$ cat src/rtl/cache_replace.sv
// cache_replace: per-set tree pseudo-LRU or LFSR victim selection with a set-clearing invalidate sweep.
// Define CACHE_REPLACE_LOCK_EN to add way locking (LockWay input, NoVictim output).
module cache_replace #(
  parameter int NUMWAYS  = 4,
  parameter int NUMLINES = 128,
  parameter int SETLEN   = $clog2(NUMLINES),
  parameter int POLICY   = 0
) (
  input  logic               clk,
  input  logic               reset_n,
  input  logic               CacheEn,
  input  logic               FlushStage,
  input  logic [NUMWAYS-1:0] HitWay,
  input  logic [NUMWAYS-1:0] ValidWay,
  input  logic [SETLEN-1:0]  CacheSetTag,
  input  logic [SETLEN-1:0]  PAdr,
  input  logic               LRUWriteEn,
  input  logic               SetValid,
  input  logic               InvalidateCache,
`ifdef CACHE_REPLACE_LOCK_EN
  input  logic [NUMWAYS-1:0] LockWay,
  output logic               NoVictim,
`endif
  output logic [NUMWAYS-1:0] VictimWay,
  output logic               Busy
);
  localparam int LOGW = $clog2(NUMWAYS);
  localparam int NB   = NUMWAYS - 1;

  typedef enum logic {IDLE, SWEEP} state_t;

  state_t              state_q, state_d;
  logic [SETLEN-1:0]   cnt_q, cnt_d;
  logic [NB-1:0]       lru_q [NUMLINES];
  logic [NB-1:0]       curr_q, curr_d, wr_val;
  logic [15:0]         lfsr_q, lfsr_d;
  logic [NUMWAYS-1:0]  lock;
  logic [LOGW-1:0]     inv_way, tree_way, pick_way, victim, hit_way, upd_way;
  logic                has_inv, all_locked, we;

`ifdef CACHE_REPLACE_LOCK_EN
  assign lock     = LockWay;
  assign NoVictim = all_locked;
`else
  assign lock = '0;
`endif

  assign all_locked = &lock;
  assign Busy       = (state_q == SWEEP);
  assign we         = CacheEn & LRUWriteEn & ~Busy & ~(SetValid & all_locked);

  // Victim: lowest unlocked invalid way, else policy choice bumped upward past locked ways.
  always_comb begin
    logic [NUMWAYS-1:0] pad;
    int n;
    pad      = {1'b0, curr_q};
    n        = 0;
    has_inv  = 1'b0;
    inv_way  = '0;
    tree_way = '0;
    for (int w = NUMWAYS - 1; w >= 0; w--)
      if (!ValidWay[w] && !lock[w]) begin
        has_inv = 1'b1;
        inv_way = LOGW'(w);
      end
    for (int l = 0; l < LOGW; l++) begin
      tree_way[LOGW-1-l] = pad[n[LOGW-1:0]];
      n = 2 * n + 1 + int'(pad[n[LOGW-1:0]]);
    end
    pick_way = has_inv ? inv_way : (POLICY == 1) ? lfsr_q[LOGW-1:0] : tree_way;
    victim   = pick_way;
    if (lock[pick_way])
      for (int i = NUMWAYS - 1; i >= 1; i--)
        if (!lock[LOGW'(int'(pick_way) + i)]) victim = LOGW'(int'(pick_way) + i);
    if (all_locked) victim = '0;
    VictimWay = '0;
    VictimWay[victim] = 1'b1;
  end

  // Path nodes of upd_way are flipped to point away from it; others keep their value.
  always_comb begin
    logic [NUMWAYS-1:0] wpad;
    int n;
    n       = 0;
    hit_way = '0;
    for (int w = 0; w < NUMWAYS; w++)
      if (HitWay[w]) hit_way |= LOGW'(w);
    upd_way = SetValid ? victim : hit_way;
    wpad    = {1'b0, lru_q[PAdr]};
    for (int l = 0; l < LOGW; l++) begin
      n = (1 << l) - 1 + int'(upd_way >> (LOGW - l));
      wpad[n[LOGW-1:0]] = ~upd_way[LOGW-1-l];
    end
    wr_val = wpad[NB-1:0];
  end

  always_comb begin
    curr_d  = Busy ? '0 : !CacheEn ? curr_q : (we && PAdr == CacheSetTag) ? wr_val : lru_q[CacheSetTag];
    lfsr_d  = (CacheEn & LRUWriteEn & SetValid) ? {lfsr_q[0] ^ lfsr_q[1] ^ lfsr_q[3] ^ lfsr_q[12], lfsr_q[15:1]} : lfsr_q;
    state_d = state_q;
    cnt_d   = cnt_q;
    if (InvalidateCache && !FlushStage) begin
      state_d = SWEEP;
      cnt_d   = '0;
    end else if (state_q == SWEEP) begin
      cnt_d   = cnt_q + SETLEN'(1);
      state_d = (cnt_q == SETLEN'(NUMLINES - 1)) ? IDLE : SWEEP;
    end
  end

  always_ff @(posedge clk or negedge reset_n)
    if (!reset_n) begin
      state_q <= IDLE;
      cnt_q   <= '0;
      curr_q  <= '0;
      lfsr_q  <= 16'h0001;
      for (int s = 0; s < NUMLINES; s++) lru_q[s] <= '0;
    end else begin
      state_q <= state_d;
      cnt_q   <= cnt_d;
      curr_q  <= curr_d;
      lfsr_q  <= lfsr_d;
      if (Busy) lru_q[cnt_q] <= '0;
      else if (we) lru_q[PAdr] <= wr_val;
    end
endmodule

$ cat config.mk
export PLATFORM = sky130hd
export DESIGN_NAME = cache_replace
export DESIGN_NICKNAME = d
export VERILOG_FILES = /design/src/rtl/cache_replace.sv
export SDC_FILE = /design/constraint.sdc
export NUM_CORES = 1
export LEC_CHECK = 0
export BUFFER_PORTS_ARGS = -buffer_cell sky130_fd_sc_hd__buf_2
export CAP_MARGIN = 20
export CORE_UTILIZATION = 45
export CTS_CLUSTER_SIZE = 12
export DETAILED_ROUTE_END_ITERATION = 16
export GPL_ROUTABILITY_DRIVEN = 0
export PLACE_DENSITY = 0.62
export SLEW_MARGIN = 20
export SYNTH_ARGS = -nofsm -noshare
export SYNTH_HDL_FRONTEND = slang
export SYNTH_SLANG_ARGS = --single-unit
$ cat constraint.sdc
create_clock -name clk -period 5.77 [get_ports clk]
set_clock_uncertainty 0.15 [all_clocks]
set_input_delay 0.8655 -clock clk [delete_from_list [all_inputs] [get_ports clk]]
set_output_delay 0.8655 -clock clk [all_outputs]
set_load 0.01 [all_outputs]
==> metrics, run 1 <==
Area Overhead vs Synth=9.97%; Setup CP Type=input port to flop; R2R depth=8; drt drc=0; Port Buf Inserts=32; Cell Area, Synth=22000 um2; main combinational cell family by area after synthesis=simple AND/OR/NAND/NOR gates; RR Startpoint=lru_q[278]; TritonCTS clock tree=built; Setup violations, final=0; fill cell count=4370; crit path capture type=flop; Post-DRT Antenna Nets=0; hold buffers post-CTS=0; area of the multi-input gates=11300 um2; pin count of the biggest net entering global routing=105; final period utilization=78.2%; WL final=79900 um; vias in the first global route=18500; Via Count=19200; cts repair resizes=0; synth unique cells=75; Slew HR=23.6%; final instance area=24200 um2; cells after synthesis=2171; critical path depth in cells=9; worst r2r dst=lru_q[332]; worst hold path type=input port to async pin; mean routed wirelength per cell=28.5 um; Pwr Total=0.00674 W; clock latency on the worst-skew pair=0.60 ns; worst-case clock buffer depth=3; syn avg cell area=10.1 um2; Critical Path AT=4.82 ns; CTS root buf=clkbuf_16; max cap viols=0; Synth Area in Adders=0.0568%; Synth warnings=0; Die ar.=49800 um2; Max Freq=221 MHz; GRT overflow=0; IO Pins=34; Yosys top cell area share=44.9%; Synth Area in XOR/XNOR=0.477%; largest area contributor in the netlist=dfrtp_1; CTS buffer count=45; initial core utilization=45.8%; ratio of cells with drive above 1 in the final layout=19.1%; Worst VDD drop=0.181 mV; simple-gate share of the synthesized area=18.6%; Critical Path Start=PAdr[2]; Startpoint Class=input port; Pleak=9.82 nW; largest cells by area after synthesis=dfrtp_1, mux4_2, nand3_1; compound-cell area share of the yosys netlist=16.3%; Post-CTS Setup Inserts=0; CTS sink cnt=395; Post-synth EDFFs=0; Bufs and invs on worst path=3; post-DP HPWL=51700 um; Async SR Flop Fraction=100%; die height=223 um; final net count=2190; synthesized flop and latch total=395; Post-synth top flop=dfrtp_1; measured slew at the worst slew-check pin=1.14 ns; Global Route Usage Sum=32.3%; global-route wire length before repair=120000 um; CP Max Fanout=27; H-Tree Level Count=2; Seq/Total Area, Yosys=44.9%; chain of cells forming the critical path=buf_2, inv_2, a221o_1, a221oi_1, a2111oi_0, or4_4, o21ai_4, buf_4, o21ai_2; DRT iter0 DRCs=2823; CP max-delay cell=o21ai_4; crit-path max cell delay=0.70 ns; Final Hold Viols=0; register area=9880 um2; die width=223 um; initial antenna violation count=2; Final min period=4.51 ns; R2R Setup Slk=1.89 ns; Post-DP Area=22700 um2; CP required=6.08 ns; core area=48000 um2; FP Rows=80; Max Slew Vio Count=0; status=completed; Worst-path clk slew=0.06 ns; Crit path max-delay family=compound AO/OA/AOI/OAI gates; total negative slack=0 ns; post-synthesis mux area share=15.3%; DRT Pass-1 Iters=8; Pwr Density=278 nW/um2; syn_nets=2201; vias per std cell=6.85; unrepaired setup endpoints after global routing=false
## layout by cell type, fill, tap and decap left out, types with 7 or more instances in the layout
cell type and instances:
a221oi_1 19, o21ai_2 100, clkbuf_16 47, o22ai_1 12, clkinv_2 7, a21oi_1 15
o21ai_0 248, a22o_1 9, dfrtp_1 395, nand3_1 397, mux4_2 110, nor3_2 9
nor3_1 12, nand2b_1 23, xnor2_1 9, clkbuf_1 9, buf_12 8, a221o_1 9
a22oi_1 18, mux2_2 18, mux2i_1 35, and3b_1 7, nor2_1 69, buf_2 27
and3_1 11, mux4_1 11, buf_4 52, o211ai_1 8, o21ai_1 55, nand2_1 293
a31oi_1 10, clkbuf_8 9, nor2b_1 11
## power by group
group          internal, W  switching, W  leakage (nW)  total (W)
clock network      0.00178       0.00122         0.743    0.00300
logic             0.000190      0.000713          3.57   0.000903
registers          0.00280     0.0000405          5.51    0.00284
total              0.00476       0.00197          9.82    0.00674
## worst max-delay path by stage
stage               slack, ns         end
floorplan                2.40   curr_q[1]
global placement         0.83  lru_q[185]
detailed placement       0.83  lru_q[314]
CTS                      1.44  lru_q[332]
global route             1.27  lru_q[185]
finish                   1.26  lru_q[332]
## cells by family (layout without fill, tap and decap cells)
group           after synthesis  after routing
fa+ha+maj                     1              1
xor+xnor                     12             12
compound gates              555            555
buf+inv                     154            175
other cells                   0              1
simple gates                876            876
flops                       395            395
mux                         178            178
## Yosys cell counts, drive strengths merged (4+ instances only)
library cell / number
buf: 72
nor3b: 6
mux2i: 35
o22ai: 12
clkbuf: 75
nor2b: 12
inv: 7
nor2: 76
nand2b: 23
a221oi: 21
a221o: 9
nor3: 21
mux2: 22
a22oi: 18
and2: 7
o211ai: 8
nand2: 293
a21oi: 16
and3: 11
dfrtp: 395
a22o: 9
and3b: 7
a211oi: 4
o2bb2ai: 5
nand3: 397
nand4: 6
o21ai: 404
a31oi: 10
mux4: 121
a2111oi: 4
xnor2: 9
o221ai: 6
## worst register-to-register path, cell delays in order (launching register included)
cell and delay, ns:
dfrtp_1 0.41, mux2_1 0.33, a221o_1 0.29, a221oi_1 0.45, a2111oi_0 0.14, or4_4 0.56
o21ai_4 0.70, buf_4 0.58, o21ai_2 0.12
## metal layers
| layer | vias up | share of wire, % | global-route usage (%) |
|---|---|---|---|
| met5 | - | 0.038 | 0 |
| met4 | 4 | 5.8 | 17.2 |
| met2 | 1204 | 43 | 46.6 |
| li1 | 8154 | - | - |
| met1 | 9560 | 39 | 44.0 |
| met3 | 303 | 12 | 9.55 |
## sequential cells by signal, indices dropped and copies added, names as in the netlist
| name | count |
|---|---|
| lru_q | 384 |
| cnt_q | 7 |
| curr_q | 3 |
| Busy | 1 |
## stage by stage
step | setup slack [ns] | util (%) | hold slack [ns] | instances
after floorplan | 2.40 | - | 0.313 | 2171
after global placement | 0.832 | 47.2 | 0.326 | 2728
after detailed placement | 0.826 | 47.2 | 0.334 | 2728
after CTS | 1.44 | 50.4 | 0.151 | 2807
after global routing | 1.27 | 50.4 | 0.172 | 2807
final | 1.26 | 50.4 | 0.137 | 2808
## cell type report
| class | count | share of cell area, % |
|---|---|---|
| Antenna cell | 1 | 0.0103 |
| Tap cell | 615 | 3.18 |
| Multi-Input combinational cell | 1622 | 46.7 |
| Timing Repair Buffer | 89 | 2.94 |
| Inverter | 7 | 0.109 |
| Clock buffer | 65 | 5.51 |
| Clock inverter | 14 | 0.739 |
| Sequential cell | 395 | 40.8 |
No activity file was read; power rests on OpenSTA's default activity.
==> run 2: changes to the inputs <==
Settings changed: PLACE_DENSITY 0.62 to 0.65.
Clock period 5.77 ns to 4.1 ns, I/O delays scaled along.
==> run 2 against run 1 <==
Against the previous run: routed wire length barely moved; sequential share of layout area is 1.1 points lower; via count up 2.1%; worst setup slack worse by 0.81 ns; die area unchanged; register-to-register slack worse by 1.1 ns; core utilization rose by 1.3 points; highest routed layer unchanged; sequential power is 40% higher; count of clock-buffer cells in the layout rose by 3; final area grew 2.6%; critical path depth increased by 2; power rose by 41%.
==> metrics, run 2 (synthesis gave the netlist of run 1 again) <==
status=completed (unchanged); Slew HR=20.2% (was 23.6%); biggest regs=lru_q (384), cnt_q (7), curr_q (3) (unchanged); mean routed wirelength per cell=27.8 um (was 28.5 um); Port Buf Inserts=32 (unchanged); ratio of cells with drive above 1 in the final layout=21.2% (was 19.1%); total negative slack=0 ns (unchanged); Final Hold Viols=0 (unchanged); Global Route Usage Sum=32.5% (was 32.3%); CP Max Fanout=26 (was 27); GRT overflow=0 (unchanged); TritonCTS clock tree=built (unchanged); CTS root buf=clkbuf_16 (unchanged); initial core utilization=45.8% (unchanged); Final Util=51.7% (was 50.4%); cts repair resizes=0 (unchanged); Max Slew Vio Count=0 (unchanged); Worst-path clk slew=0.06 ns (about the same); Largest Register=lru_q (unchanged); Max Freq=273 MHz; vias per std cell=6.82 (was 6.85); Via Count=19600 (was 19200); Critical Path AT=4.00 ns (was 4.82 ns); Post-DRT Antenna Nets=0 (unchanged); global-route wire length before repair=121000 um (was 120000 um); Hold Crit Start=CacheEn; Worst VDD drop=0.262 mV (was 0.181 mV); H-Tree Level Count=2 (unchanged); clock latency on the worst-skew pair=0.60 ns (about the same); RR Startpoint=lru_q[113] (was lru_q[278]); die width=223 um (unchanged); post-DP HPWL=54500 um (was 51700 um); Pleak=10.2 nW (was 9.82 nW); IO Pins=34 (unchanged); drt drc=0 (unchanged); CTS sink cnt=395 (unchanged); Critical Path Start=PAdr[0] (was PAdr[2]); Setup CP Type=input port to flop (unchanged); worst hold path type=input port to flop (was input port to async pin); Area Overhead vs Synth=12.9% (was 9.97%); Final min period=3.66 ns; Startpoint Class=input port (unchanged); Setup violations, final=0 (unchanged); area of the multi-input gates=11300 um2 (about the same); Pwr Density=382 nW/um2 (was 278 nW/um2); DRT Pass-1 Iters=6 (was 8); crit path capture type=flop (unchanged); die height=223 um (unchanged); core area=48000 um2 (unchanged); max cap viols=0 (unchanged); max FFs per register=384 (unchanged); final period utilization=89.2%; CP required=4.45 ns (was 6.08 ns); register area=9880 um2 (unchanged); fill cell count=4296 (was 4370); WL final=80000 um (was 79900 um); pin count of the biggest net entering global routing=99 (was 105); FP Rows=80 (unchanged); unrepaired setup endpoints after global routing=false (unchanged); Pwr Total=0.00949 W (was 0.00674 W); leading cell type in the layout, fill and taps excluded=nand3_1 (unchanged); most frequent cells in the layout=nand3_1, dfrtp_1, nand2_1 (unchanged); DRT iter0 DRCs=2590 (was 2823); initial antenna violation count=2 (unchanged); final net count=2259 (was 2190); worst-case clock buffer depth=3 (unchanged); vias in the first global route=19100 (was 18500); measured slew at the worst slew-check pin=1.19 ns (was 1.14 ns); Die ar.=49800 um2 (unchanged); CTS buffer count=45 (unchanged)
==> run 2: routing by layer <==
metal	global-route usage [%]	wire length, um	vias up
met5	0	22	-
met1	43.8	30900	9707
met2	48.0	34800	1308
met4	15.3	4440	4
met3	9.64	9790	314
li1	-	-	8295
==> run 2: worst paths after layout <==
path | slack, ns | end | cells past startpoint
setup / recovery | 0.44 | lru_q[197] | 11
hold / removal | 0.22 | curr_q[0] | 2
setup reg to reg | 0.77 | lru_q[329] | 9
hold reg to reg | 0.34 | lru_q[360] | 2
max in group asynchronous | 2.30 | lru_q[242] | 3
min in group asynchronous | 0.53 | lru_q[62] | 2
==> run 2: power by group <==
part           internal, W  switching (W)  total (W)
sequential         0.00393      0.0000553    0.00399
combinational     0.000356        0.00102    0.00137
clock              0.00244        0.00169    0.00413
total              0.00673        0.00276    0.00949
==> run 2: what timing repair did <==
item	CTS	global route
setup endpoints to repair	0	0
hold buffers	1	0
hold endpoints to repair	94	0
buffers inserted	0	0
==> run 2: critical path, cell delays in order <==
cell,delay (ns)
buf_4,0.26
buf_12,0.23
nor2b_1,0.91
a22oi_1,0.17
o221ai_1,0.52
a211oi_1,0.16
buf_4,0.18
o31ai_1,0.17
o21ai_4,0.28
buf_12,0.26
o21ai_0,0.20
==> run 2: layout make-up <==
type	instances	share of cell area, %
multi-input combinational	1622	45.3
sequential	395	39.8
timing repair buffer	158	5.71
clock buffer	68	5.41
tap	615	3.10
clock inverter	12	0.559
inverter	7	0.106
antenna	1	0.0101
==> run 2: per-stage QoR <==
step           setup slack [ns]  hold WS [ns]  instance area (um2)  cells
3_5_place_dp             0.0623         0.336                23400   2796
6_report                  0.442         0.217                24900   2878
4_1_cts                   0.675         0.184                24800   2877
5_1_grt                   0.518         0.224                24800   2877
3_3_place_gp              0.102         0.329                23300   2796
2_1_floorplan             0.981         0.169                22000   2171
